--- src/rtl/z86_io_sim.sv ---
// z86 I/O-space responder: byte-addressed register window with programmable latency and access counters.
// Optional macro IO_TRACE_EN prints one line per completed access (plus a warning for unmapped bytes).
module z86_io_sim #(
  parameter int          NPORTS       = 8,
  parameter logic [15:0] BASE_ADDR    = 16'h0300,
  parameter int          LATENCY      = 1,
  parameter logic [15:0] DEFAULT_DATA = 16'hFFFF
) (
  input  logic        clk_sys,
  input  logic        reset_n,
  input  logic        io_read_do,
  input  logic [15:0] io_read_address,
  input  logic        io_read_word,
  output logic [15:0] io_read_data,
  output logic        io_read_done,
  input  logic        io_write_do,
  input  logic [15:0] io_write_address,
  input  logic        io_write_word,
  input  logic [15:0] io_write_data,
  output logic        io_write_done,
  output logic [15:0] rd_count,
  output logic [15:0] wr_count
);

  localparam int          NBYTES   = 2 * NPORTS;
  localparam int          IDX_W    = (NBYTES > 2) ? $clog2(NBYTES) : 1;
  localparam logic [16:0] WIN      = 17'(NBYTES);
  localparam logic [3:0]  CNT_INIT = 4'(LATENCY - 1);

  typedef enum logic [1:0] {S_IDLE, S_BUSY, S_HOLD} state_t;

  state_t      state_q, state_d;
  logic [3:0]  cnt_q, cnt_d;
  logic        op_wr_q, op_wr_d;
  logic [15:0] addr_q, addr_d;
  logic        word_q, word_d;
  logic [15:0] wdata_q, wdata_d;
  logic [15:0] rdata_q, rdata_d;
  logic [15:0] rd_count_q, rd_count_d;
  logic [15:0] wr_count_q, wr_count_d;
  logic [7:0]  mem_q [NBYTES];
  logic [7:0]  mem_d [NBYTES];

  logic        fire;
  logic [15:0] addr_hi;
  logic        lo_map, hi_map;
  logic [7:0]  lo_byte, hi_byte;
  logic [15:0] rd_val;

  // The 16-bit subtraction wraps, so addresses below BASE_ADDR decode as large offsets.
  function automatic logic is_mapped(input logic [15:0] a);
    logic [15:0] off;
    off = a - BASE_ADDR;
    return ({1'b0, off} < WIN);
  endfunction

  function automatic logic [IDX_W-1:0] byte_idx(input logic [15:0] a);
    logic [15:0] off;
    off = a - BASE_ADDR;
    return off[IDX_W-1:0];
  endfunction

  function automatic logic [15:0] sat_inc(input logic [15:0] v);
    return (v == 16'hFFFF) ? v : v + 16'd1;
  endfunction

  assign addr_hi = addr_q + 16'd1;
  assign lo_map  = is_mapped(addr_q);
  assign hi_map  = is_mapped(addr_hi);
  assign lo_byte = lo_map ? mem_q[byte_idx(addr_q)] : DEFAULT_DATA[7:0];
  assign hi_byte = (word_q && hi_map) ? mem_q[byte_idx(addr_hi)] : DEFAULT_DATA[15:8];
  assign rd_val  = {hi_byte, lo_byte};
  assign fire    = (state_q == S_BUSY) && (cnt_q == 4'd0);

  always_ff @(posedge clk_sys or negedge reset_n) begin
    if (!reset_n) begin
      state_q <= S_IDLE;
    end else begin
      state_q <= state_d;
    end
  end

  // Write wins over a simultaneous read; the read stays pending until IDLE returns.
  always_comb begin
    state_d = state_q;
    cnt_d   = cnt_q;
    op_wr_d = op_wr_q;
    addr_d  = addr_q;
    word_d  = word_q;
    wdata_d = wdata_q;
    case (state_q)
      S_IDLE: begin
        if (io_write_do) begin
          op_wr_d = 1'b1;
          addr_d  = io_write_address;
          word_d  = io_write_word;
          wdata_d = io_write_data;
          cnt_d   = CNT_INIT;
          state_d = S_BUSY;
        end else if (io_read_do) begin
          op_wr_d = 1'b0;
          addr_d  = io_read_address;
          word_d  = io_read_word;
          cnt_d   = CNT_INIT;
          state_d = S_BUSY;
        end
      end
      S_BUSY: begin
        if (cnt_q == 4'd0) begin
          state_d = S_HOLD;
        end else begin
          cnt_d = cnt_q - 4'd1;
        end
      end
      S_HOLD:  state_d = S_IDLE;
      default: state_d = S_IDLE;
    endcase
  end

  always_comb begin
    io_read_done  = fire && !op_wr_q;
    io_write_done = fire && op_wr_q;
    io_read_data  = io_read_done ? rd_val : rdata_q;
  end

  always_comb begin
    mem_d      = mem_q;
    rdata_d    = rdata_q;
    rd_count_d = rd_count_q;
    wr_count_d = wr_count_q;
    if (fire) begin
      if (op_wr_q) begin
        if (lo_map) mem_d[byte_idx(addr_q)] = wdata_q[7:0];
        if (word_q && hi_map) mem_d[byte_idx(addr_hi)] = wdata_q[15:8];
        wr_count_d = sat_inc(wr_count_q);
      end else begin
        rdata_d    = rd_val;
        rd_count_d = sat_inc(rd_count_q);
      end
    end
  end

  always_ff @(posedge clk_sys or negedge reset_n) begin
    if (!reset_n) begin
      cnt_q      <= 4'd0;
      op_wr_q    <= 1'b0;
      addr_q     <= 16'd0;
      word_q     <= 1'b0;
      wdata_q    <= 16'd0;
      rdata_q    <= DEFAULT_DATA;
      rd_count_q <= 16'd0;
      wr_count_q <= 16'd0;
      mem_q      <= '{default: 8'h00};
    end else begin
      cnt_q      <= cnt_d;
      op_wr_q    <= op_wr_d;
      addr_q     <= addr_d;
      word_q     <= word_d;
      wdata_q    <= wdata_d;
      rdata_q    <= rdata_d;
      rd_count_q <= rd_count_d;
      wr_count_q <= wr_count_d;
      mem_q      <= mem_d;
    end
  end

  assign rd_count = rd_count_q;
  assign wr_count = wr_count_q;

`ifdef IO_TRACE_EN
  always_ff @(posedge clk_sys) begin
    if (reset_n && fire) begin
      $display("IO %s addr=%x data=%x w=%b", op_wr_q ? "wr" : "rd", addr_q,
               op_wr_q ? wdata_q : rd_val, word_q);
      if (!lo_map || (word_q && !hi_map))
        $display("IO warning: unmapped byte in access at addr=%x w=%b", addr_q, word_q);
    end
  end
`else
  // Tracing compiled out; behaviour is unchanged.
`endif

endmodule

--- config.mk ---
export PLATFORM = sky130hd
export DESIGN_NAME = z86_io_sim
export DESIGN_NICKNAME = d
export VERILOG_FILES = /design/src/rtl/z86_io_sim.sv
export SDC_FILE = /design/constraint.sdc
export NUM_CORES = 1
export LEC_CHECK = 0
export CORE_MARGIN = 2
export CORE_UTILIZATION = 45
export CTS_CLUSTER_SIZE = 14
export DETAILED_ROUTE_END_ITERATION = 7
export GPL_TIMING_DRIVEN = 0
export PLACE_DENSITY = 0.68
export SLEW_MARGIN = 20
export SYNTH_ARGS = -nofsm -noshare
export SYNTH_HDL_FRONTEND = slang
export SYNTH_SLANG_ARGS = --single-unit
--- constraint.sdc ---
create_clock -name clk_sys -period 5.7 [get_ports clk_sys]
set_input_delay 0.855 -clock clk_sys [delete_from_list [all_inputs] [get_ports clk_sys]]
set_output_delay 0.855 -clock clk_sys [all_outputs]
set_load 0.01 [all_outputs]
==> results.cfg, run 1 <==
[sta]
drv_slew = 0
finalCritPeriodShare = 0.967
worst_pin_slew_ns = 1.01
timing.fmax_ghz = 0.181
hold_viol = 0
clock-skew-final_ns = 0.0131
setup_violations = 0
slew_headroom = 0.329
rsz0062_at_grt = no
min_period_ns = 5.51

[worst_setup_path]
reg2reg_to = mem_q[70]
cp.required_ns = 4.85
cp_slowest_cell = mux4_2
crit_arrival_ns = 4.66
cpLargestDelayFamily = buffers and inverters
ff2ff_setup_slack_ns = 1.85
worst-setup-path-type = flip-flop to output port
crit_path_max_incr_delay_ns = 0.60
startpoint_type = flip-flop
worst_r2r_path_depth = 10
crit_chain = clkbuf_4, clkbuf_4, inv_1, ha_1, clkbuf_1, buf_4, mux4_2, mux4_2, nor2_1, a21oi_1, clkdlybuf4s50_1
crit_fanout = 15
critPathCaptureType = output port
r2r_start = addr_q[0]
critPathBufInv = 6

[cts]
cts-root-buf = clkbuf_16
ctsHoldBuffers = 0
cts_tree = done
ctsResizeCount = 7
cts.clk_slew.worst_paths_ns = 0.06
post-cts-setup-buffers = 0
clockBufferDepth = 3
cts_max_level = 1
clock_latency_ns = 0.53
cts-buffers-inserted = 24
cts.sinks = 216

[layout]
drive_gt1_frac = 0.156
diodes = 0
layout.core_utilization = 0.543
fillerInstances = 2474
area_delta_synth_final_pct = 18.6
nets = 1346

[yosys]
seq_area_frac_synth = 0.425
synth_enable_flop_cells = 0
ys_types = 59
netlist_instances = 1152
yosys_warnings = 0
syn_area_um2 = 12800
syn_avg_cell_area_um2 = 11.1
ys_ff_latch = 216
synth_flop_cell = dfrtp_1
synth.net_count = 1217
async_flop_share = 1.00

[global_routing]
grt_antenna_before_repair = 0
grt_start_max_net_pins = 82
grtUsageTotal = 0.274
grt_pass1_wl_mm = 61.4
grt-ovfl-total = 0
grt_pass1_vias = 10600

[route]
drc_errors = 0
first_pass_iters = 5
drt_iter0_drc = 1195
vias = 10600
vias_per_cell = 6.34
drtAntennaViolNets = 0
avgRoutedWirePerCell_um = 23.5
wl_mm = 39.4

[floorplanning]
die-height_um = 172
num_rows = 61
io-pin-count = 104
core_um2 = 27900
die_w_um = 172
die-area_um2 = 29700
start_util = 0.458

[power_and_ir_drop]
p_total_mw = 6.51
ir_worst_vdd_uv = 215
internal_power_mw = 3.95
p_per_area_nw_per_um2 = 431
comb_power_share = 0.470
power.leakage_nw = 6.02
p_switching_mw = 2.56
p_seq_frac = 0.290
pwr-share-clk = 0.240
switching_share = 0.394

[placement]
hpwl_mm = 29.7
gp_congestion = 0.940
port_buffers = 103

[flow_run]
cap_violations = 0

[min_path]
min_path_type = input port to async pin

[run_status]
status = finished clean
==> cells by family after synthesis <==
family          share of synthesized area
simple gates                        0.171
flops                               0.425
compound gates                      0.132
mux                                 0.195
buf+inv                            0.0369
xor+xnor                           0.0288
fa+ha+maj                          0.0108
==> worst max-delay path by stage <==
stage | start | cells after the start | end | slack, ns
after floorplan | addr_q[0] | 11 | io_read_data[10] | 1.17
after global placement | reset_n | 1 | wdata_q[14] | -5.54
after detailed placement | addr_q[0] | 12 | io_read_data[12] | -0.77
after CTS | addr_q[0] | 11 | io_read_data[12] | 0.02
after global routing | addr_q[0] | 11 | io_read_data[10] | 0.01
final | addr_q[0] | 11 | io_read_data[10] | 0.19
==> per-layer routing <==
| metal | part of all wire | track usage |
|---|---|---|
| met1 | 0.42 | 0.386 |
| met2 | 0.45 | 0.425 |
| met3 | 0.10 | 0.0556 |
| met4 | 0.034 | 0.0917 |
| met5 | 0 | 0 |
==> power by group through the flow <==
stage               registers [mW]  logic (mW)  clock network (mW)
CTS                           1.89        3.02                1.58
global route                  1.92        3.29                1.64
finish                        1.89        3.06                1.56
detailed placement            1.92        3.01                   0
floorplan                     1.89        2.08                   0
global placement              1.92        2.96                   0
==> final cells by class <==
class	count	area, µm²	share of cell area
clock inverters	10	87.6	0.00579
multi-input cells	820	6860	0.454
repair buffers	105	1090	0.0722
clock buffers	34	699	0.0463
flip-flops and latches	216	5430	0.359
inverters	20	75.1	0.00497
plain buffers	94	405	0.0268
well taps	378	473	0.0313
==> worst reg2reg max path: stages (launching register included) <==
cell and delay (ns):
dfrtp_1 0.41, clkbuf_4 0.34, nand3_4 0.15, or3_4 0.43, o22a_1 0.26, nor3_2 0.49, clkbuf_1 0.48, nand4b_1 0.49
clkbuf_1 0.41, nand3b_1 0.18, o211ai_1 0.10
==> cell usage after synthesis (3+ instances only) <==
master    instances  area share
dfrtp_1         200        0.39
nand2_1          97       0.029
nor2_1           89       0.026
nand3_1          84       0.033
mux4_2           80        0.14
clkbuf_1         57       0.017
a221o_1          56       0.044
mux2i_1          49       0.038
o211ai_1         48       0.028
a21oi_1          33       0.013
nand3b_1         27       0.016
buf_1            25      0.0074
xnor2_1          23       0.016
nand4_1          20      0.0098
inv_1            19      0.0056
nor3_1           19      0.0075
xor2_1           19       0.013
mux2_2           17       0.015
nor3b_1          17       0.010
dfstp_2          16       0.033
and2_1           14      0.0069
o221a_2          13       0.011
o21ai_0          12      0.0047
ha_1             11       0.011
buf_2            10      0.0039
o22a_1            9      0.0062
o22ai_1           9      0.0044
o211a_1           8      0.0063
and3_1            7      0.0034
nor2b_1           7      0.0034
nor4_1            5      0.0025
nor3_4            4      0.0051
or3_1             4      0.0020
nand2b_1          3      0.0015
nand4b_1          3      0.0021
o221a_1           3      0.0026
o31ai_1           3      0.0018
or4_1             3      0.0018
==> placed cells by master (no fill, tap or decap), types with 8 or more instances in the layout <==
cell type / n
buf_2: 9
o22ai_1: 9
a221o_1: 56
o22a_1: 9
nand3b_1: 27
clkbuf_16: 25
clkbuf_1: 57
o21ai_0: 12
o211a_1: 8
nor3_1: 18
clkdlybuf4s50_1: 102
mux4_2: 80
nor3b_1: 17
a21oi_1: 33
nand3_1: 84
nand2_1: 97
and2_1: 14
ha_1: 11
nand4_1: 20
dfstp_2: 16
buf_1: 24
nor2_1: 89
dfrtp_1: 200
mux2i_1: 49
o211ai_1: 48
xnor2_1: 23
xor2_1: 19
mux2_2: 17
inv_1: 19
o221a_2: 13
==> state kept, by name, indices dropped and copies added, names as in the netlist <==
name,flops
addr_q,16
word_q,1
wdata_q,16
rd_count,16
state_q,2
rdata_q,16
mem_q,128
cnt_q,4
op_wr_q,1
wr_count,16
==> metrics by stage <==
step                hold WS [ns]  area, µm²  setup WS [ns]  std cells  setup TNS, ns
finish                     0.249      15100          0.188       1677              0
global route               0.272      15100         0.0107       1677              0
CTS                        0.255      15100         0.0173       1677              0
detailed placement         0.485      14300         -0.766       1635          -5.75
global placement           0.475      14300          -5.54       1633       -1149.20
floorplan                  0.461      12800           1.17       1152              0
(Power assumes the default switching activity.)
==> run 2: changes to the inputs <==
--- a/config.mk
+++ b/config.mk
@@ -5,7 +5,7 @@
 export SDC_FILE = /design/constraint.sdc
 export NUM_CORES = 1
 export LEC_CHECK = 0
-export CORE_MARGIN = 2
+export CORE_MARGIN = 10
 export CORE_UTILIZATION = 45
 export CTS_CLUSTER_SIZE = 14
 export DETAILED_ROUTE_END_ITERATION = 7
@@ -15,3 +15,4 @@
 export SYNTH_ARGS = -nofsm -noshare
 export SYNTH_HDL_FRONTEND = slang
 export SYNTH_SLANG_ARGS = --single-unit
+export TNS_END_PERCENT = 100
==> constraint.sdc (replaced) <==
create_clock -name clk_sys -period 6.5 [get_ports clk_sys]
set_input_delay 0.975 -clock clk_sys [delete_from_list [all_inputs] [get_ports clk_sys]]
set_output_delay 0.975 -clock clk_sys [all_outputs]
set_load 0.01 [all_outputs]
==> results.cfg, run 2 (synthesized netlist as in run 1, its figures left out) <==
[run_status]
status = finished clean

[global_routing]
grt_antenna_before_repair = 4
grt_start_max_net_pins = 90
use_met1 = 0.307
grt_pass1_wl_mm = 65.3
globalRouteMet3Util = 0.0667
grt-ovfl-total = 0
grt.met2_usage = 0.347
grtUsageTotal = 0.233
grt_pass1_vias = 10900
grt_busiest_layer = met2

[placement]
place_ws_ns = 0.000904
placed_cells = 1635
port_buffers = 103
place_area_um2 = 14300
hpwl_mm = 31.3
gp_congestion = 0.962

[route]
wl_mm = 42.2
first_pass_iters = 5
drc_errors = 0
avgRoutedWirePerCell_um = 25.1
drt_iter0_drc = 1297
vias_per_cell = 6.43
vias = 10800
drtAntennaViolNets = 0

[sta]
slew_headroom = 0.279
finalCritPeriodShare = 0.936
setup_violations = 0
worst_pin_slew_ns = 1.08
timing.fmax_ghz = 0.164
setup_ws_ns = 0.417
rsz0062_at_grt = no
drv_slew = 0
hold_viol = 0
min_period_ns = 6.08
clock-skew-final_ns = 0.0134
holdWs_ns = 0.317

[floorplanning]
die_w_um = 188
die-area_um2 = 35500
die-height_um = 188
core_um2 = 27900
num_rows = 61
start_util = 0.458
io-pin-count = 104

[worst_setup_path]
crit_arrival_ns = 5.11
startpoint_type = flip-flop
cp.required_ns = 5.52
crit_fanout = 10
r2r_start = addr_q[1]
cp-startpoint = addr_q[1]
crit_path_max_incr_delay_ns = 0.61
worst-setup-path-type = flip-flop to output port
crit_chain = buf_6, clkbuf_1, inv_1, ha_1, clkbuf_1, clkbuf_2, mux4_2, mux4_2, nor2_1, a21oi_1, clkdlybuf4s50_1
critPathCaptureType = output port
cp_slowest_cell = clkbuf_1

[cts]
post-cts-setup-buffers = 0
ctsResizeCount = 4
cts_max_level = 1
cts.clk_slew.worst_paths_ns = 0.06
ctsHoldBuffers = 0
clockBufferDepth = 3
cts_tree = done
cts-buffers-inserted = 25
clock_latency_ns = 0.53
cts.sinks = 216
cts-root-buf = clkbuf_16

[layout]
fillerInstances = 2471
final_area_um2 = 15100
final_common_cell = dfrtp_1
drive_gt1_frac = 0.158
largest_register = mem_q
nets = 1348
largest_reg_flops = 128
final_cell_mix = dfrtp_1 (200), clkdlybuf4s50_1 (102), nand2_1 (97)
stdcell_count = 1679
area_delta_synth_final_pct = 18.6

[power_and_ir_drop]
p_per_area_nw_per_um2 = 384
ir_worst_vdd_uv = 252
power.leakage_nw = 6.02
p_total_mw = 5.81

[flow_run]
cap_violations = 0

[min_path]
min_path_type = input port to async pin
-- run 2: critical path, delay by kind of cell (launching register included) --
family          cells  cell delay (ns)
mux                 2             1.17
simple gates        1             0.13
fa+ha+maj           1             0.35
buf+inv             6             2.37
flops               1             0.43
compound gates      1             0.12
-- run 2: final timing paths --
kind / slack [ns] / endpoint / cells past startpoint
max: 0.42 / io_read_data[14] / 11
min: 0.32 / rd_count[4] / 1
max reg2reg: 2.35 / rdata_q[14] / 10
min reg2reg: 0.50 / state_q[0] / 1
max in group asynchronous: 4.99 / mem_q[47] / 3
min in group clk_sys: 0.50 / state_q[0] / 1
-- run 2: metrics by stage --
stage / setup TNS [ns] / util
2_1_floorplan: 0 / -
3_3_place_gp: -994.98 / 0.512
3_5_place_dp: 0 / 0.514
4_1_cts: 0 / 0.543
5_1_grt: 0 / 0.543
6_report: 0 / 0.543
-- run 2: layout make-up --
class | instances | area, µm² | area share
Clock inverter | 10 | 67.6 | 0.00447
Sequential cell | 216 | 5430 | 0.359
Multi-Input combinational cell | 820 | 6860 | 0.454
Buffer | 95 | 397 | 0.0262
Clock buffer | 34 | 729 | 0.0482
Inverter | 20 | 75.1 | 0.00496
Timing Repair Buffer | 105 | 1090 | 0.0722
Tap cell | 378 | 473 | 0.0313
Antenna cell | 1 | 2.50 | 0.000165
-- run 2: power by group --
| part | leakage [nW] | switching, mW | total [mW] | internal, mW |
|---|---|---|---|---|
| clock network | 0.385 | 0.590 | 1.37 | 0.785 |
| logic | 2.94 | 1.65 | 2.77 | 1.12 |
| registers | 2.69 | 0.122 | 1.66 | 1.54 |
| total | 6.02 | 2.36 | 5.81 | 3.44 |
-- run 2: per-layer routing --
layer / wire [µm] / part of all wire
met5: 12 / 0.00028
met4: 2080 / 0.049
met3: 4510 / 0.11
met2: 18500 / 0.44
met1: 17100 / 0.40
